$ cat src/rtl/step_profile_gen_if.sv
// Command/status bundle between the motion command logic (master) and the
// step pulse generator (slave). Port names keep the generator's pin names.
interface step_profile_gen_if #(
    parameter int SIZE = 32
);
    logic            enable_i;
    logic [SIZE-1:0] steps_i;
    logic            done_o;
    logic            step_o;
    logic            dir_o;
    logic [SIZE-1:0] position_o;

    modport master (
        output enable_i, steps_i,
        input  done_o, step_o, dir_o, position_o
    );

    modport slave (
        input  enable_i, steps_i,
        output done_o, step_o, dir_o, position_o
    );
endinterface

$ cat src/rtl/step_profile_gen.sv
// Trapezoidal step-pulse generator for one stepper axis.
// A rising edge on enable_i starts a move of |steps_i| pulses; the step
// period ramps from PERIOD_MAX down to PERIOD_MIN, cruises, then ramps back
// up symmetrically so the axis stops at PERIOD_MAX.
// All timing is derived from clk_i through a tick clock enable.
// Optional feature: define STEP_PROFILE_ABORT_EN to let a falling edge of
// enable_i during ACCEL/CRUISE cut the move short with a smooth decel.
module step_profile_gen #(
    parameter int SIZE        = 32,
    parameter int SYSCLK      = 25000000,
    parameter int TICK_HZ     = 1000000,
    parameter int PERIOD_MAX  = 26000,
    parameter int PERIOD_MIN  = 6000,
    parameter int ACCEL_STEP  = 2,
    parameter int PULSE_TICKS = 2
) (
    input  logic               clk_i,
    input  logic               rst_i,
    step_profile_gen_if.slave  bus
);

    localparam int TICK_DIV = SYSCLK / TICK_HZ;
    localparam int DIV_W    = (TICK_DIV > 1) ? $clog2(TICK_DIV) : 1;

    localparam logic [DIV_W-1:0] DIV_LAST   = DIV_W'(TICK_DIV - 1);
    localparam logic [31:0]      P_MAX      = 32'(PERIOD_MAX);
    localparam logic [31:0]      P_MIN      = 32'(PERIOD_MIN);
    localparam logic [31:0]      ACC        = 32'(ACCEL_STEP);
    localparam logic [31:0]      PULSE_LAST = 32'(PULSE_TICKS - 1);

    typedef enum logic [1:0] {
        IDLE,
        ACCEL,
        CRUISE,
        DECEL
    } state_t;

    state_t           state, state_n;
    logic [DIV_W-1:0] div_cnt, div_n;
    logic [31:0]      tick_cnt, tick_cnt_n;
    logic [31:0]      period, period_n;
    logic [SIZE-1:0]  ramp, ramp_n;
    logic [SIZE-1:0]  rem, rem_n;
    logic             enable_q;
    logic             step, step_n;
    logic             dir, dir_n;
    logic             done, done_n;
    logic [SIZE-1:0]  position, position_n;

    logic             tick;
    logic             start_edge;
    logic             emit;
    logic             pulse_end;
    logic [SIZE-1:0]  magnitude;
    logic [31:0]      period_dn;
    logic [32:0]      up_sum;
    logic [31:0]      period_up;

    assign tick       = (div_cnt == DIV_LAST);
    assign start_edge = bus.enable_i & ~enable_q;
    // The most negative count negates to itself, which read unsigned is 2^(SIZE-1).
    assign magnitude  = bus.steps_i[SIZE-1] ? (~bus.steps_i + SIZE'(1)) : bus.steps_i;

    // A step is due when the period-th tick since the last emission arrives.
    assign emit       = (state != IDLE) && tick && (rem != '0) && (tick_cnt == period - 32'd1);
    assign pulse_end  = step && tick && (tick_cnt == PULSE_LAST);

    // Saturating ramp arithmetic; the period never leaves [PERIOD_MIN, PERIOD_MAX].
    assign period_dn  = ((period <= P_MIN) || ((period - P_MIN) <= ACC)) ? P_MIN : (period - ACC);
    assign up_sum     = {1'b0, period} + {1'b0, ACC};
    assign period_up  = (up_sum >= {1'b0, P_MAX}) ? P_MAX : up_sum[31:0];

`ifdef STEP_PROFILE_ABORT_EN
    logic fall_edge;
    assign fall_edge = ~bus.enable_i & enable_q;
`endif

    // Next-state, profile and output computation.
    always_comb begin
        // NOTE: every variable gets a default first so no path leaves it unassigned (no latches).
        state_n    = state;
        div_n      = tick ? '0 : div_cnt + DIV_W'(1);
        tick_cnt_n = tick_cnt;
        period_n   = period;
        ramp_n     = ramp;
        rem_n      = rem;
        step_n     = step;
        dir_n      = dir;
        done_n     = done;
        position_n = position;

        case (state)
            IDLE: begin
                if (start_edge && (magnitude != '0)) begin
                    state_n    = ACCEL;
                    dir_n      = bus.steps_i[SIZE-1];
                    rem_n      = magnitude;
                    period_n   = P_MAX;
                    ramp_n     = '0;
                    tick_cnt_n = '0;
                    div_n      = '0;
                end
            end

            default: begin
                // done_o drops on the first edge spent outside IDLE.
                done_n = 1'b0;
                if (tick) begin
                    tick_cnt_n = tick_cnt + 32'd1;
                end

                if (pulse_end) begin
                    step_n = 1'b0;
                    if (rem == '0) begin
                        state_n    = IDLE;
                        done_n     = 1'b1;
                        tick_cnt_n = '0;
                    end
                end

                if (emit) begin
                    step_n     = 1'b1;
                    tick_cnt_n = '0;
                    position_n = dir ? (position - SIZE'(1)) : (position + SIZE'(1));
                    rem_n      = rem - SIZE'(1);
                    if ((state == ACCEL) && (period > P_MIN)) begin
                        ramp_n = ramp + SIZE'(1);
                    end
                    if (rem_n == '0) begin
                        // Last pulse: the move ends when this pulse falls.
                    end else if (rem_n <= ramp_n) begin
                        state_n  = DECEL;
                        period_n = period_up;
                    end else if (state == ACCEL) begin
                        period_n = period_dn;
                        if (period_dn == P_MIN) begin
                            state_n = CRUISE;
                        end
                    end else if (state == DECEL) begin
                        period_n = period_up;
                    end
                end

`ifdef STEP_PROFILE_ABORT_EN
                // Abort: only as many steps remain as the ramp needs to unwind.
                if (fall_edge && ((state == ACCEL) || (state == CRUISE)) && (state_n != IDLE)) begin
                    rem_n   = (ramp_n < rem_n) ? ramp_n : rem_n;
                    state_n = DECEL;
                    if ((rem_n == '0) && !step_n) begin
                        // Nothing left to unwind and no pulse in flight: stop now.
                        state_n    = IDLE;
                        done_n     = 1'b1;
                        tick_cnt_n = '0;
                    end
                end
`endif
            end
        endcase
    end

    // State register with synchronous active-high reset.
    always_ff @(posedge clk_i) begin
        if (rst_i) begin
            state    <= IDLE;
            div_cnt  <= '0;
            tick_cnt <= '0;
            period   <= P_MAX;
            ramp     <= '0;
            rem      <= '0;
            enable_q <= 1'b0;
            step     <= 1'b0;
            dir      <= 1'b0;
            done     <= 1'b1;
            position <= '0;
        end else begin
            // NOTE: non-blocking assignments so every register samples pre-edge values.
            state    <= state_n;
            div_cnt  <= div_n;
            tick_cnt <= tick_cnt_n;
            period   <= period_n;
            ramp     <= ramp_n;
            rem      <= rem_n;
            enable_q <= bus.enable_i;
            step     <= step_n;
            dir      <= dir_n;
            done     <= done_n;
            position <= position_n;
        end
    end

    assign bus.step_o     = step;
    assign bus.dir_o      = dir;
    assign bus.done_o     = done;
    assign bus.position_o = position;

endmodule
$ cat src/flat_wrapper.sv
// flat-port wrapper written by rule: the top's interface ports become plain ports
module step_profile_gen_flat 
#(
    parameter int SIZE        = 32,
    parameter int SYSCLK      = 25000000,
    parameter int TICK_HZ     = 1000000,
    parameter int PERIOD_MAX  = 26000,
    parameter int PERIOD_MIN  = 6000,
    parameter int ACCEL_STEP  = 2,
    parameter int PULSE_TICKS = 2
)
  (clk_i, rst_i, bus_enable_i, bus_steps_i, bus_done_o, bus_step_o, bus_dir_o, bus_position_o);
  step_profile_gen_if #(.SIZE(SIZE)) bus_i ();
  input  logic clk_i;
  input  logic rst_i;
  input wire logic [$bits(bus_i.enable_i)-1:0] bus_enable_i;
  input wire logic [$bits(bus_i.steps_i)-1:0] bus_steps_i;
  output wire logic [$bits(bus_i.done_o)-1:0] bus_done_o;
  output wire logic [$bits(bus_i.step_o)-1:0] bus_step_o;
  output wire logic [$bits(bus_i.dir_o)-1:0] bus_dir_o;
  output wire logic [$bits(bus_i.position_o)-1:0] bus_position_o;
  assign bus_i.enable_i = bus_enable_i;
  assign bus_i.steps_i = bus_steps_i;
  assign bus_done_o = bus_i.done_o;
  assign bus_step_o = bus_i.step_o;
  assign bus_dir_o = bus_i.dir_o;
  assign bus_position_o = bus_i.position_o;
  step_profile_gen #(.SIZE(SIZE), .SYSCLK(SYSCLK), .TICK_HZ(TICK_HZ), .PERIOD_MAX(PERIOD_MAX), .PERIOD_MIN(PERIOD_MIN), .ACCEL_STEP(ACCEL_STEP), .PULSE_TICKS(PULSE_TICKS)) u_core (.clk_i(clk_i), .rst_i(rst_i), .bus(bus_i));
endmodule
$ cat config.mk
export PLATFORM = sky130hd
export DESIGN_NAME = step_profile_gen_flat
export DESIGN_NICKNAME = d
export VERILOG_FILES = /design/src/rtl/step_profile_gen_if.sv /design/src/rtl/step_profile_gen.sv /design/src/flat_wrapper.sv
export SDC_FILE = /design/constraint.sdc
export NUM_CORES = 1
export LEC_CHECK = 0
export ABC_AREA = 1
export CAP_MARGIN = 0
export CORE_MARGIN = 5
export CORE_UTILIZATION = 45
export DETAILED_ROUTE_END_ITERATION = 16
export DONT_BUFFER_PORTS = 1
export GPL_TIMING_DRIVEN = 0
export PLACE_DENSITY = 0.67
export SLEW_MARGIN = 20
export SYNTH_ARGS = -nofsm -noshare
export SYNTH_HDL_FRONTEND = slang
export SYNTH_SLANG_ARGS = --single-unit
export TNS_END_PERCENT = 10
$ cat constraint.sdc
create_clock -name clk_i -period 5.6 [get_ports clk_i]
set_input_delay 0.28 -clock clk_i [delete_from_list [all_inputs] [get_ports clk_i]]
set_output_delay 0.28 -clock clk_i [all_outputs]
set_load 0.005 [all_outputs]
; Word-level counts from Yosys, hierarchy flattened
; Cells that the tools add are included.
; Widths: inputs -> output; s select.
[totals]
reg_bits = 171
out_inout_bits = 35
wordCells = 102
[op_classes]
addsub = 11
magnitude_cmp = 5
eq_ne = 8
n_mux = 41
n_bitwise = 4
reduce_logical = 22
[ops]
columns = cell, n
row1 = $mux 32, 25
row2 = $add 32x1->32 const B, 4
row3 = $sub 32x1->32 const B, 3
row4 = $logic_not 32->1, 2
row5 = $reduce_bool 32->1, 2
row6 = $add 32x2->33 const B, 1
row7 = $ge 33x15->1 const B, 1
row8 = $eq 32x1->1 const B, 1
row9 = $eq 32x13->1 const B, 1
row10 = $eq 32x32->1, 1
row11 = $gt 32x13->1 const B, 1
row12 = $le 32x13->1 const B, 1
row13 = $le 32x2->1 const B, 1
row14 = $le 32x32->1, 1
row15 = $not 32->32, 1
row16 = $sub 32x13->32 const B, 1
row17 = $sub 32x2->32 const B, 1
row18 = $mux 2, 9
row19 = $mux 5, 3
row20 = $reduce_and 2->1, 4
row21 = $logic_and 1x1->1, 7
row22 = $reduce_bool 2->1, 3
row23 = $add 5x1->5 const B, 1
row24 = $eq 5x5->1 const B, 1
row25 = 11 further kinds, 15

; Logic depth before layout (Yosys ltp)
[depth]
word_depth = 11
ltp_mapped = 35
depth_no_buf = 33

; Least setup slack after synthesis
; No wires, ideal clock.
[synth_timing]
path_type = register to register
start = register u_core.period[10]
end = register u_core.period[10]
arrival_ns = 4.300
path_slack_ns = 1.176
stages_incl_launch_ff = 30
period_less_slack_ns = 4.424
cell_sequence = dfxtp_1 buf_2 inv_2 nor3_1 nand3_1 nand2_1 nor2_1 nand2_1 nand2_1 nor2_2 nand3_1 nor3_2 nand3_2 nor2_2 nand2_1 xor2_1 ha_1 nand4_1 or3_1 nor4_1 o21ai_0 a21boi_0 nand2_1 inv_1 clkbuf_1 nand3_1 o21ai_0 nand2_1 nand2_1 nand2_1
[synth_between]
elab_chain_cells = 10
word_cells_on_any_way = 27
classes_between = add/sub: 4 / order compare: 5 / eq/ne: 1 / mux: 11 / reduce/logical: 6
[synth_lines]
columns = element, line_no
row1 = from (decl), step_profile_gen.sv:41  ; logic [31:0] period, period_n;
row2 = from (signal assigned), step_profile_gen.sv:180  ; period <= period_n;
row3 = $gt 32x13->1, step_profile_gen.sv:126  ; if ((state == ACCEL) && (period > P_MIN)) begin
row4 = $logic_and 1x1->1, step_profile_gen.sv:126
row5 = $mux 32, step_profile_gen.sv:126
row6 = $mux 32, step_profile_gen.sv:121  ; if (emit) begin
row7 = $mux 32, step_profile_gen.sv:92  ; case (state)
row8 = $le 32x32->1, step_profile_gen.sv:131  ; end else if (rem_n <= ramp_n) begin
row9 = $mux 32, step_profile_gen.sv:131
row10 = $mux 32, step_profile_gen.sv:129  ; if (rem_n == '0) begin
row11 = $mux 32, step_profile_gen.sv:121
row12 = $mux 32, step_profile_gen.sv:92
; Parallel ways exist; a longest one is shown, timed or not. The select of a mux whose other input is x is not followed.
; A chain may end at the register's enable or synchronous reset.

; Worst setup path after layout
[layout_timing]
start = register u_core.period[25]
end = register u_core.period[2]
; Same word-level chain as after synthesis.

==> metrics.csv <==
stage,metric,value,unit
outcome,status,finished clean,
placed_design,dpl hpwl,49200,um
layout,Register Area,3430,um2
sta,fin crit period,5.18,ns
floorplanning,Die Area,41600,um2
drt,routed vias/inst,5.62,
setup_path,worst path bufs/invs,4,
setup_path,Worst R2R End,u_core.period[2],
floorplanning,Die Span X,204,um
layout,final non-filler cell total,3327,
layout,Fill cells,4019,
grt,gr ovfl total,0,
grt,vias in the first global route,17599,
sta,fin crit share,92.5,%
setup_path,endpoint type of the worst setup path,register,
layout,area grow syn2layout,7.98,%
setup_path,Critical Path Fanout Max,10,
synthesis,"top cells by area, synth","dfxtp_1, nand2_1, xor2_1",
synthesis,Synth Register Bits,171,
setup_path,flop2flop setup slack,0.42,ns
clock_tree,total CTS buffers,17,
floorplanning,IO Count,70,
clock_tree,CTS tree,built,
placed_design,Post-Place Cells,3296,
sta,Final setup viols,0,
layout,post-route cell area,18300,um2
synthesis,Cell variety after synth,55,
synthesis,sequential area share after synthesis,20.2,%
synthesis,Synth top area share,20.2,%
setup_path,critical path type,register to register,
sta,Max Fclk,193,MHz
setup_path,CP Capture Point,u_core.period[2],
grt,initial antenna violation count,0,
drt,drt wl/cell,18.4,um
synthesis,YS warnings,0,
synthesis,largest area contributor in the netlist,dfxtp_1,
clock_tree,clk_lat worst skew,0.46,ns
clock_tree,CTS root buf,clkbuf_16,
sta,RSZ-0062 raised after global routing,false,
floorplanning,Initial Util,45.3,%
setup_path,CP max stage delay,0.57,ns
clock_tree,H-tree depth,4,
clock_tree,CTS sink cnt,171,
sta,final hold vios,0,
grt,first-pass GRT wire length,95900,um
synthesis,ys async rst share,0,%
drt,DR vias,18706,
layout,multi-input logic area,11900,um2
layout,Nets,2921,
sta,Slew @ Worst Pin,1.02,ns
synthesis,"Cell Area, Synth",16900,um2
power,leakage power,0.00773,uW
setup_path,Worst path most repeated cell,nand2_1,
placed_design,placed cell area,17600,um2
synthesis,syn nets,2902,
flow_run,max_cap viols,0,
layout,share of cells above drive strength 1,6.32,%
floorplanning,Die Y-Extent,204,um
setup_path,critical path's top delay family,simple AND/OR/NAND/NOR gates,
drt,final WL,61200,um
power,Max VDD drop,0.000228,V
setup_path,arrival time worst endpoint,5.50,ns
sta,Slew headroom,31.3,%
placed_design,PortBufs,0,
setup_path,slowest CP cell,dfxtp_1,
drt,detailed router's first-iteration violation count,1442,
worst_hold_path,Hold WC Path Type,primary input to register,
setup_path,CP Data Required Time,5.92,ns
placed_design,Final Wtd Congestion,0.970,
setup_path,startpoint type of the worst setup path,register,
synthesis,top_reg_cell synth,dfxtp_1,
synthesis,Syn Inst Count,2785,
layout,final core occ,48.9,%
synthesis,Post-Syn Area per Cell,6.08,um2
layout,n_diodes,0,
setup_path,critical path depth,28,
synthesis,Post-synth EDFFs,0,
grt,largest net degree at the start of global routing,34,
drt,TritonRoute pass-1 iters,5,
clock_tree,clock buffer depth,2,
setup_path,crit path from,u_core.period[25],
clock_tree,"Clk pin slew, worst setup/hold paths",0.08,ns
drt,# DRC,0,
grt,GRT Resource Usage Total,28.8,%
power,PwrDens,192,nW/um2
setup_path,RR Startpoint,u_core.period[25],
floorplanning,standard-cell rows,71,
drt,Detail Route Antenna Nets,0,
sta,Slew Limit Fails,0,
setup_path,worst reg2reg path depth,28,
sta,Worst Skew,0.0122,ns
floorplanning,CORE AREA,37400,um2
-- what timing repair did --
action / 4_1_cts / 5_1_grt
hold buffers: 1 / 0
resized for setup: 7 / 18
buffers inserted: 0 / 2
pin swaps: 0 / 3
endpoints found under the hold margin: 1 / 0
endpoints found under the setup margin: 32 / 32
-- worst min-delay path by stage --
stage | depth (start not counted) | slack, ns | startpoint | end
finish | 4 | 0.18 | bus_steps_i[1] | u_core.rem[1]
global route | 4 | 0.21 | bus_steps_i[1] | u_core.rem[1]
CTS | 4 | 0.17 | bus_steps_i[1] | u_core.rem[1]
detailed placement | 2 | 0.44 | bus_enable_i | u_core.enable_q
global placement | 2 | 0.42 | bus_enable_i | u_core.enable_q
floorplan | 2 | 0.40 | bus_enable_i | u_core.enable_q
-- tightest hold or removal path, delay by kind of cell --
kind                   cells  cell delay (ns)
AOI/OAI and AO/OA          3             0.23
buffers and inverters      1             0.07
-- cells in the final DEF, fill, tap and decap left out, types with 13 or more instances in the layout --
master / synthesis / final
nand3_1: 173 / 172
inv_1: 287 / 286
a21oi_1: 206 / 206
nand3b_1: 23 / 23
dfxtp_1: 171 / 169
nor2_2: 17 / 15
o21ai_1: 15 / 16
nor2_1: 329 / 329
o21ai_0: 154 / 153
inv_2: 17 / 18
nor4_1: 41 / 39
nand4_1: 83 / 83
clkbuf_16: 0 / 17
nor3_1: 67 / 66
or2_2: 13 / 13
nand2_1: 637 / 635
xnor2_1: 53 / 53
buf_2: 44 / 40
clkbuf_1: 57 / 52
ha_1: 81 / 81
xor2_1: 172 / 172
or2_0: 16 / 16
-- registers in the layout, summed over array words and instances (netlist names) --
signal	flops
u_core.bus.dir_o	1
u_core.bus.done_o	1
u_core.bus.position_o	32
u_core.bus.step_o	1
u_core.div_cnt	5
u_core.enable_q	1
u_core.period	32
u_core.ramp	32
u_core.rem	32
u_core.state	2
u_core.tick_cnt	32
-- cell type report --
type | instances | area share, %
clock buffers | 18 | 2.40
flip-flops and latches | 171 | 18.7
plain buffers | 113 | 3.03
inverters | 306 | 6.31
repair buffers | 3 | 0.137
clock inverters | 13 | 1.01
multi-input cells | 2192 | 64.9
well taps | 511 | 3.50
-- per-stage QoR --
stage / TNS, ns / setup WS, ns / hold slack [ns] / power [uW]
after global placement: -10.97 / -0.628 / 0.417 / 2170
after floorplan: 0 / 1.18 / 0.405 / 1930
after detailed placement: -13.61 / -0.673 / 0.435 / 2180
after CTS: 0 / 0.0273 / 0.175 / 3500
final: 0 / 0.417 / 0.182 / 3520
after global routing: 0 / 0.0326 / 0.209 / 3690
-- layer usage --
layer / track usage, % / vias to the layer above / wire [um]
li1: - / 9186 / -
met1: 37.1 / 8711 / 25900
met2: 49.8 / 700 / 29200
met3: 3.41 / 109 / 3940
met4: 10.2 / 0 / 2160
met5: 0 / - / 0
-- report_power, final --
part	leakage, uW	total, uW	switching [uW]	internal, uW
clock	0.000295	1330	603	726
sequential	0.00139	1290	40.8	1240
combinational	0.00605	906	624	282
total	0.00773	3520	1270	2250
-- Yosys cell counts (10+ instances only) --
cell and n:
nand3b_1 23, or2_0 16, buf_2 44, xnor2_1 53, nor2_2 17, inv_2 17
o22ai_1 12, nor4_1 41, nand2_1 637, or2_2 13, o21ai_1 15, inv_1 287
clkbuf_1 57, nor3_1 67, buf_4 10, a21oi_1 206, o211ai_1 11, o21ai_0 154
xor2_1 172, dfxtp_1 171, nand4_1 83, ha_1 81, nand3_1 173, and2_1 12
nor2_1 329
-- cells by family (layout without fill, tap and decap cells) --
family	count (synthesis)	count (layout)	share of synthesized area (%)
AOI/OAI and AO/OA	438	438	13.9
xor gates and xnor gates	226	226	11.7
adders and majority gates	82	82	6.10
buffers and inverters	422	453	10.0
DFF	171	171	20.2
and+or+nand+nor	1446	1446	38.1
Note: power is estimated with default switching activity, not from simulation.
